### config.mk
export PLATFORM = sky130hd
export DESIGN_NAME = tile_pixel_serializer
export DESIGN_NICKNAME = d
export VERILOG_FILES = /design/src/rtl/tile_pixel_serializer.sv
export SDC_FILE = /design/constraint.sdc
export NUM_CORES = 1
export LEC_CHECK = 0
export ABC_AREA = 0
export BUFFER_PORTS_ARGS = -buffer_cell sky130_fd_sc_hd__buf_4
export CORE_MARGIN = 5
export CORE_UTILIZATION = 35
export DETAILED_ROUTE_END_ITERATION = 10
export PLACE_DENSITY = 0.53
export SETUP_SLACK_MARGIN = 0.02
export SYNTH_ARGS = -nofsm -noshare
export SYNTH_HDL_FRONTEND = slang
export SYNTH_HIERARCHICAL = 1
export SYNTH_SLANG_ARGS = --single-unit
### constraint.sdc
create_clock -name clk_24M -period 7.6 [get_ports clk_24M]
set_input_delay 1.14 -clock clk_24M [delete_from_list [all_inputs] [get_ports clk_24M]]
set_output_delay 1.14 -clock clk_24M [all_outputs]
set_load 0.05 [all_outputs]
### src/rtl/tile_pixel_serializer.sv
// tile_pixel_serializer: two-layer 8-pixel tile serializer with staging, fine scroll and flip.
// Each layer double-buffers tiles (staging -> current -> previous) and tracks under/overrun.
module tps_layer #(
   parameter int COL_W = 8,
   parameter int PIX_W = 4
) (
   input  logic                   clk_24M,
   input  logic                   RES,
   input  logic                   i_ce,
   input  logic                   i_bnd,
   input  logic                   i_load,
   input  logic                   i_flip,
   input  logic                   i_clr,
   input  logic [2:0]             i_ph,
   input  logic [2:0]             i_z,
   input  logic [8*PIX_W-1:0]     i_rom,
   input  logic [COL_W-1:0]       i_col,
   output logic [COL_W+PIX_W-1:0] o_ds,
   output logic                   o_opq,
   output logic                   o_under,
   output logic                   o_ovr
);
   logic [8*PIX_W-1:0] r_stg_rom, r_cur_rom, r_prv_rom;
   logic [COL_W-1:0]   r_stg_col, r_cur_col, r_prv_col;
   logic               r_stg_flip, r_cur_flip, r_prv_flip, r_stg_valid;
   logic [2:0]         r_zl;
   logic               w_use_prv;
   logic [3:0]         w_n;
   logic [2:0]         w_idx;
   logic [PIX_W-1:0]   w_pix;
   // Phases before the scroll offset still show the tail of the previous tile
   always_comb begin
      w_use_prv = i_ph < r_zl;
      w_n       = w_use_prv ? 4'd8 - {1'b0, r_zl} + {1'b0, i_ph} : {1'b0, i_ph} - {1'b0, r_zl};
      w_idx     = (w_use_prv ? r_prv_flip : r_cur_flip) ? 3'd7 - w_n[2:0] : w_n[2:0];
      w_pix     = w_use_prv ? r_prv_rom[PIX_W*w_idx +: PIX_W] : r_cur_rom[PIX_W*w_idx +: PIX_W];
   end
   always_ff @(posedge clk_24M) begin
      if (RES) begin
         r_stg_rom   <= '0;
         r_stg_col   <= '0;
         r_stg_flip  <= 1'b0;
         r_stg_valid <= 1'b0;
         r_cur_rom   <= '0;
         r_cur_col   <= '0;
         r_cur_flip  <= 1'b0;
         r_prv_rom   <= '0;
         r_prv_col   <= '0;
         r_prv_flip  <= 1'b0;
         r_zl        <= 3'd0;
         o_ds        <= '0;
         o_opq       <= 1'b0;
         o_under     <= 1'b0;
         o_ovr       <= 1'b0;
      end else begin
         if (i_bnd) begin
            r_prv_rom  <= r_cur_rom;
            r_prv_col  <= r_cur_col;
            r_prv_flip <= r_cur_flip;
            r_zl       <= i_z;
            r_cur_rom  <= r_stg_valid ? r_stg_rom : '0;
            r_cur_col  <= r_stg_valid ? r_stg_col : '0;
            r_cur_flip <= r_stg_valid & r_stg_flip;
         end
         if (i_load) begin
            r_stg_rom  <= i_rom;
            r_stg_col  <= i_col;
            r_stg_flip <= i_flip;
         end
         r_stg_valid <= i_load | (r_stg_valid & ~i_bnd);
         if (i_ce) begin
            o_ds  <= {w_use_prv ? r_prv_col : r_cur_col, w_pix};
            o_opq <= |w_pix;
         end
         o_under <= (i_bnd & ~r_stg_valid) | (o_under & ~i_clr);
         o_ovr   <= (i_load & r_stg_valid & ~i_bnd) | (o_ovr & ~i_clr);
      end
   end
endmodule

module tile_pixel_serializer #(
   parameter int COL_W = 8,
   parameter int PIX_W = 4
) (
   input  logic                   clk_24M,
   input  logic                   RES,
   input  logic                   PIX_CE,
   input  logic                   LOAD_A,
   input  logic                   LOAD_B,
   input  logic [8*PIX_W-1:0]     ROM_A,
   input  logic [8*PIX_W-1:0]     ROM_B,
   input  logic [COL_W-1:0]       COL_A,
   input  logic [COL_W-1:0]       COL_B,
   input  logic                   HFLIP_A,
   input  logic                   HFLIP_B,
   input  logic [2:0]             ZA,
   input  logic [2:0]             ZB,
   input  logic                   FLAG_CLR,
   output logic [COL_W+PIX_W-1:0] DSA,
   output logic [COL_W+PIX_W-1:0] DSB,
   output logic                   OPQ_A,
   output logic                   OPQ_B,
   output logic [2:0]             PH,
   output logic                   UNDER_A,
   output logic                   UNDER_B,
   output logic                   OVR_A,
   output logic                   OVR_B
);
   logic [2:0] r_ph;
   logic       w_bnd;
   assign w_bnd = PIX_CE & (r_ph == 3'd7);
   assign PH    = r_ph;
   always_ff @(posedge clk_24M) begin
      if (RES) r_ph <= 3'd0;
      else if (PIX_CE) r_ph <= r_ph + 3'd1;
   end
   tps_layer #(.COL_W(COL_W), .PIX_W(PIX_W)) u_a (
      .clk_24M(clk_24M), .RES(RES), .i_ce(PIX_CE), .i_bnd(w_bnd), .i_load(LOAD_A),
      .i_flip(HFLIP_A), .i_clr(FLAG_CLR), .i_ph(r_ph), .i_z(ZA), .i_rom(ROM_A), .i_col(COL_A),
      .o_ds(DSA), .o_opq(OPQ_A), .o_under(UNDER_A), .o_ovr(OVR_A)
   );
   tps_layer #(.COL_W(COL_W), .PIX_W(PIX_W)) u_b (
      .clk_24M(clk_24M), .RES(RES), .i_ce(PIX_CE), .i_bnd(w_bnd), .i_load(LOAD_B),
      .i_flip(HFLIP_B), .i_clr(FLAG_CLR), .i_ph(r_ph), .i_z(ZB), .i_rom(ROM_B), .i_col(COL_B),
      .o_ds(DSB), .o_opq(OPQ_B), .o_under(UNDER_B), .o_ovr(OVR_B)
   );
endmodule

==> flow_metrics.env, run 1 <==
export IMPL_run_status="complete, no violations"
export IMPL_synthArstFlopShare_pct=0
export IMPL_slew_headroom_pct=26.76
export IMPL_end_kind="flop"
export IMPL_max_slew_worst_pin_slew_ns=1.099
export IMPL_max_freq_ghz=0.2796
export IMPL_grt_pass1_wl_um=46590
export IMPL_clock_skew_final_ns=0.01066
export IMPL_period_share_pct=47.07
export IMPL_critPathRequiredTime_ns=7.97
export IMPL_min_path_type="reg -> reg"
export IMPL_clock_path_buffers=3
export IMPL_overflow=0
export IMPL_yosysUniqueCellTypes=48
export IMPL_regArea_mm2=0.005746
export IMPL_synthSimpleGateAreaFrac_pct=16.71
export IMPL_wirelength_um=28940
export IMPL_nets=1458
export IMPL_r2r_end="u_b/o_opq"
export IMPL_synthAdderAreaFrac_pct=1.130
export IMPL_final_common_cell="mux2i_1"
export IMPL_path_clk_slew_ns=0.06
export IMPL_rrSetupSlack_ns=4.02
export IMPL_fin_util_pct=41.68
export IMPL_clock_sinks=287
export IMPL_cts_buffers=34
export IMPL_drv_cap=0
export IMPL_yosys_warnings=6
export IMPL_holdPathStages=2
export IMPL_synth_avg_cell_area_um2=9.672
export IMPL_hold_start="u_a/o_under"
export IMPL_ys_ff_latch=287
export IMPL_drive_gt1_share_pct=14.96
export IMPL_n_fill_cell=3527
export IMPL_syn_num_nets=1386
export IMPL_p_leak_nw=5.659
export IMPL_multiInputGateArea_mm2=0.006175
export IMPL_die_y_um=198.2
export IMPL_synth_edff_count=0
export IMPL_core_area_mm2=0.03531
export IMPL_worst_path_max_fanout=10
export IMPL_cts_tree="done"
export IMPL_initial_core_util_pct=35.12
export IMPL_muxShareOfSynthArea_pct=25.57
export IMPL_via_count=8913
export IMPL_power_total_mw=3.468
export IMPL_area_growth_pct=18.70
export IMPL_n_antenna_cell=0
export IMPL_row_count=69
export IMPL_cts_htree_levels=2
export IMPL_grt_pass1_vias=8701
export IMPL_insertion_delay_ns=0.51
export IMPL_drt_iter0_drc=434
export IMPL_grt_max_degree=153
export IMPL_synthXorXnorAreaFrac_pct=0.7972
export IMPL_root_buffer="clkbuf_16"
export IMPL_routedWlPerCell_um=15.74
export IMPL_layout_common_cells="304 x mux2i_1, 287 x dfxtp_1, 210 x nor2_1"
export IMPL_setup_ws_ns=4.023
export IMPL_timing_hold_violations_final=0
export IMPL_synth_top_family_by_area="multiplexers"
export IMPL_drv_slew=0
export IMPL_hpwl_um=18300
export IMPL_hold_end="u_a/o_under"
export IMPL_vdd_drop_max_uv=162.4
export IMPL_rsz0062_at_grt="false"
export IMPL_routabilityCongestion=0.7297
export IMPL_antenna_found_initial=0
export IMPL_routed_via_density=4.849
export IMPL_ant_nets=0
export IMPL_io_buffers=126
export IMPL_cts_hold_buffers=0
export IMPL_setup_viol=0
export IMPL_powerDensity_mw_per_mm2=235.6
export IMPL_synth_ff_type="dfxtp_1"
export IMPL_holdWs_ns=0.4755
export IMPL_timing_rr_start="PH[0]"
export IMPL_synth_compound_area_share_pct=5.580
export IMPL_grtUsageTotal_pct=14.45
export IMPL_first_pass_iters=4
export IMPL_crit_arrival_ns=3.95
export IMPL_preCtsSetupSlack_ns=3.750
export IMPL_min_period_ns=3.577
export IMPL_synth_cell_area_mm2=0.01240
export IMPL_finalSetupTns_ns=0
export IMPL_ios=127
export IMPL_ctsResizeCount=0
export IMPL_fp_dieW_um=198.2
export IMPL_critPathLaunchType="flop"
export IMPL_dieArea_mm2=0.03929
export IMPL_drc=0
export IMPL_syn_inst=1282
export IMPL_rr_worst_depth=10
export IMPL_cts_setup_buffers=0
export IMPL_synth_seq_area_share_pct=46.34
export IMPL_crit_type="reg -> reg"
[per-layer routing]
layer / track usage, % / share of wire [%] / vias to the layer above
met1: 20.53 / 49 / 4192
met5: 0 / 0 / -
met3: 2.927 / 4.4 / 36
li1: - / - / 4553
met4: 3.545 / 1.6 / 0
met2: 22.64 / 45 / 132
[metrics by stage]
stage	area [um^2]	cells
global placement	13590	1779
global route	14720	1838
floorplan	12400	1282
finish	14720	1838
CTS	14720	1838
detailed placement	13590	1779
[sequential cells by signal, indices dropped and copies added, names as in the netlist, 12 cells and up]
name           count
u_b/o_ds          12
u_a/r_stg_rom     32
u_b/r_cur_rom     32
u_a/o_ds          12
u_a/r_prv_rom     32
u_b/r_stg_rom     32
u_a/r_cur_rom     32
u_b/r_prv_rom     32
[cells by family after synthesis]
logic type,Yosys count
flip-flops,287
XOR/XNOR,7
AO/OA/AOI/OAI,119
AND/OR/NAND/NOR,436
buffers and inverters,112
adder cells (fa/ha/maj),10
multiplexers,311
[where the power goes]
| group | switching, mW | internal (mW) |
|---|---|---|
| combinational | 0.168 | 0.119 |
| sequential | 0.0235 | 1.54 |
| clock | 0.621 | 0.997 |
[how the worst max path moves through the flow]
stage / from / endpoint / slack (ns)
floorplan: PH[0] / u_a/o_opq / 4.59
global placement: PIX_CE / u_a/r_prv_rom[25] / 3.77
detailed placement: PIX_CE / u_a/r_prv_col[3] / 3.75
CTS: PH[0] / u_b/o_opq / 3.98
global route: PH[0] / u_b/o_opq / 3.80
finish: PH[0] / u_b/o_opq / 4.02
[cell type report]
cell class                      count  share of cell area (%)
Tap cell                          461                   3.919
Multi-Input combinational cell    883                   41.95
Sequential cell                   287                   39.04
Clock inverter                      7                  0.4761
Inverter                           11                  0.2805
Timing Repair Buffer              137                   7.115
Clock buffer                       52                   7.218
[synthesized netlist by cell type, types with 2 or more instances]
| master | count | share of area [%] |
|---|---|---|
| a211oi_1 | 8 | 0.48 |
| a21oi_1 | 88 | 3.6 |
| a311oi_1 | 8 | 0.57 |
| and3b_1 | 2 | 0.14 |
| buf_1 | 23 | 0.70 |
| buf_2 | 6 | 0.24 |
| buf_4 | 6 | 0.36 |
| buf_6 | 4 | 0.36 |
| clkbuf_1 | 62 | 1.9 |
| dfxtp_1 | 287 | 46 |
| fa_1 | 2 | 0.32 |
| ha_1 | 8 | 0.81 |
| inv_1 | 11 | 0.33 |
| mux2_1 | 2 | 0.18 |
| mux2i_1 | 304 | 25 |
| mux4_2 | 4 | 0.73 |
| nand2_1 | 22 | 0.67 |
| nand2b_1 | 89 | 4.5 |
| nand3_1 | 86 | 3.5 |
| nand3b_1 | 3 | 0.18 |
| nand4b_1 | 2 | 0.14 |
| nor2_1 | 210 | 6.4 |
| nor2b_1 | 7 | 0.35 |
| nor3_1 | 2 | 0.081 |
| nor3b_1 | 2 | 0.12 |
| nor4_1 | 2 | 0.10 |
| o22ai_1 | 6 | 0.30 |
| or2_2 | 2 | 0.10 |
| xnor2_1 | 2 | 0.14 |
| xnor2_2 | 4 | 0.52 |
[critical path, stage by stage (launching register included)]
cell and delay (ns):
dfxtp_1 0.48, inv_1 0.09, ha_1 0.52, xnor2_2 0.74
buf_4 0.32, mux2i_1 0.20, mux2i_1 0.13, mux2_4 0.30
a211o_1 0.32, nor4_1 0.24, nor3_1 0.08
Power figures use the tool's default switching activity.
==> inputs of run 2 (changes only) <==
--- a/config.mk
+++ b/config.mk
@@ -10,7 +10,7 @@
 export CORE_MARGIN = 5
 export CORE_UTILIZATION = 35
 export DETAILED_ROUTE_END_ITERATION = 10
-export PLACE_DENSITY = 0.53
+export PLACE_DENSITY = 0.55
 export SETUP_SLACK_MARGIN = 0.02
 export SYNTH_ARGS = -nofsm -noshare
 export SYNTH_HDL_FRONTEND = slang
==> constraint.sdc (replaced) <==
create_clock -name clk_24M -period 3 [get_ports clk_24M]
set_input_delay 0.45 -clock clk_24M [delete_from_list [all_inputs] [get_ports clk_24M]]
set_output_delay 0.45 -clock clk_24M [all_outputs]
set_load 0.05 [all_outputs]
==> run 2 against run 1 <==
Against the previous run: register-to-register slack worse by 3.7 ns; critical path depth is 1 higher; wire length is 0.24% lower; via count is 2.0% higher; combinational power grew to 2.6 times the previous value; flip-flop and latch count stayed put; critical endpoint is now u_a/o_opq; highest routed layer is now met5.
==> flow_metrics.env, run 2 (synthesis gave the netlist of run 1 again) <==
export IMPL_run_status="complete, no violations"
export IMPL_nets=1482
export IMPL_io_buffers=126
export IMPL_finalSetupTns_ns=0
export IMPL_cts_setup_buffers=0
export IMPL_cp_cell_sequence="inv_1 > ha_1 > inv_1 > fa_2 > buf_4 > nand4b_1 > nand3_4 > mux2i_1 > mux2i_1 > nor4_1 > nor3_1"
export IMPL_row_count=69
export IMPL_path_clk_slew_ns=0.06
export IMPL_overflow=0
export IMPL_fp_dieW_um=198.2
export IMPL_crit_arrival_ns=3.08
export IMPL_routabilityCongestion=0.7624
export IMPL_fin_area_mm2=0.01494
export IMPL_grt_max_degree=103
export IMPL_drv_slew=0
export IMPL_critPathLaunchType="flop"
export IMPL_wirelength_um=28870
export IMPL_cts_hold_buffers=0
export IMPL_clock_skew_final_ns=0.02015
export IMPL_n_antenna_cell=0
export IMPL_drc=0
export IMPL_holdWs_ns=0.1734
export IMPL_critPathSlowestCell="fa_2"
export IMPL_die_y_um=198.2
export IMPL_crit_type="reg -> reg"
export IMPL_setup_viol=0
export IMPL_preCtsSetupSlack_ns=0.2251
export IMPL_dieArea_mm2=0.03929
export IMPL_routed_via_density=4.881
export IMPL_n_fill_cell=3480
export IMPL_cts_htree_levels=2
export IMPL_holdPathStages=3
export IMPL_postPlaceCellArea_mm2=0.01384
export IMPL_p_int_mw=6.606
export IMPL_cts_tree="done"
export IMPL_core_area_mm2=0.03531
export IMPL_p_switching_mw=2.060
export IMPL_rsz0062_at_grt="false"
export IMPL_min_period_ns=2.700
export IMPL_layout_common_cells="304 x mux2i_1, 286 x dfxtp_1, 210 x nor2_1"
export IMPL_rr_worst_depth=11
export IMPL_max_freq_ghz=0.3704
export IMPL_antenna_found_initial=1
export IMPL_initial_core_util_pct=35.12
export IMPL_drive_gt1_share_pct=16.55
export IMPL_cts_buffers=34
export IMPL_ant_nets=0
export IMPL_setup_ws_ns=0.3003
export IMPL_fin_util_pct=42.31
export IMPL_power_total_mw=8.666
export IMPL_clockPowerShare_pct=45.7
export IMPL_root_buffer="clkbuf_16"
export IMPL_fin_cells=1863
export IMPL_slew_headroom_pct=38.51
export IMPL_critPathRequiredTime_ns=3.38
export IMPL_end_kind="flop"
export IMPL_clock_sinks=287
export IMPL_ios=127
export IMPL_vdd_drop_max_uv=428.9
export IMPL_clock_path_buffers=3
export IMPL_ctsResizeCount=0
export IMPL_hpwl_um=19490
export IMPL_period_share_pct=89.99
export IMPL_first_pass_iters=5
export IMPL_powerDensity_mw_per_mm2=580.0
export IMPL_drt_iter0_drc=366
export IMPL_dpl_cell_count=1803
export IMPL_slowest_delay_ns=0.51
export IMPL_insertion_delay_ns=0.51
export IMPL_worst_path_max_fanout=7
export IMPL_p_leak_nw=5.784
export IMPL_drv_cap=0
export IMPL_area_growth_pct=20.49
export IMPL_final_common_cell="mux2i_1"
export IMPL_grt_pass1_vias=8944
export IMPL_via_count=9094
export IMPL_routedWlPerCell_um=15.49
export IMPL_grtUsageTotal_pct=14.40
export IMPL_swShare_pct=23.77
export IMPL_min_path_type="in -> reg"
export IMPL_grt_pass1_wl_um=47020
export IMPL_p_seq_share_pct=45.7
export IMPL_max_slew_worst_pin_slew_ns=0.9211
export IMPL_timing_hold_violations_final=0
export IMPL_pwr_share_comb_pct=8.7
-- run 2: changes by cell type in the layout (fill, tap and decap cells not counted), moves of 2 or more --
cell,before,now
clkbuf_16,37,35
buf_12,1,7
buf_4,135,153
clkbuf_1,7,9
-- run 2: final timing paths --
path / slack (ns) / start / to
max: 0.30 / PH[0] / u_a/o_opq
min reg2reg: 0.46 / u_a/r_prv_col[6] / u_a/o_ds[10]
max reg2reg: 0.30 / PH[0] / u_a/o_opq
min: 0.17 / ROM_A[14] / u_a/r_stg_rom[14]
-- run 2: power groups by stage --
stage	Clock [mW]	Sequential, mW	Combinational (mW)
finish	3.96	3.96	0.751
floorplan	0	4.08	0.442
global placement	0	4.04	0.750
CTS	4.08	3.96	0.760
global route	4.24	3.97	0.814
detailed placement	0	4.04	0.758
-- run 2: area by class of cell --
class                   count  area [um^2]  area share, %
multi-input cells         883         6191          41.44
flip-flops and latches    287         5747          38.46
repair buffers            161         1303          8.718
clock buffers              53         1033          6.917
well taps                 461        576.8          3.861
clock inverters             7        48.80         0.3266
inverters                  11        41.29         0.2764
-- run 2: per-layer routing --
layer  GRT usage, %  share of wire, %
met3          3.556               5.3
met1          19.57                47
met4          3.469               1.7
met2          23.18                46
met5              0             0.024
-- run 2: worst max-delay path, delay by kind of cell (launching register included) --
family	cells	cell delay (ns)
fa+ha+maj	2	0.73
buf+inv	3	0.32
flops	1	0.38
mux	2	0.37
simple gates	4	0.78
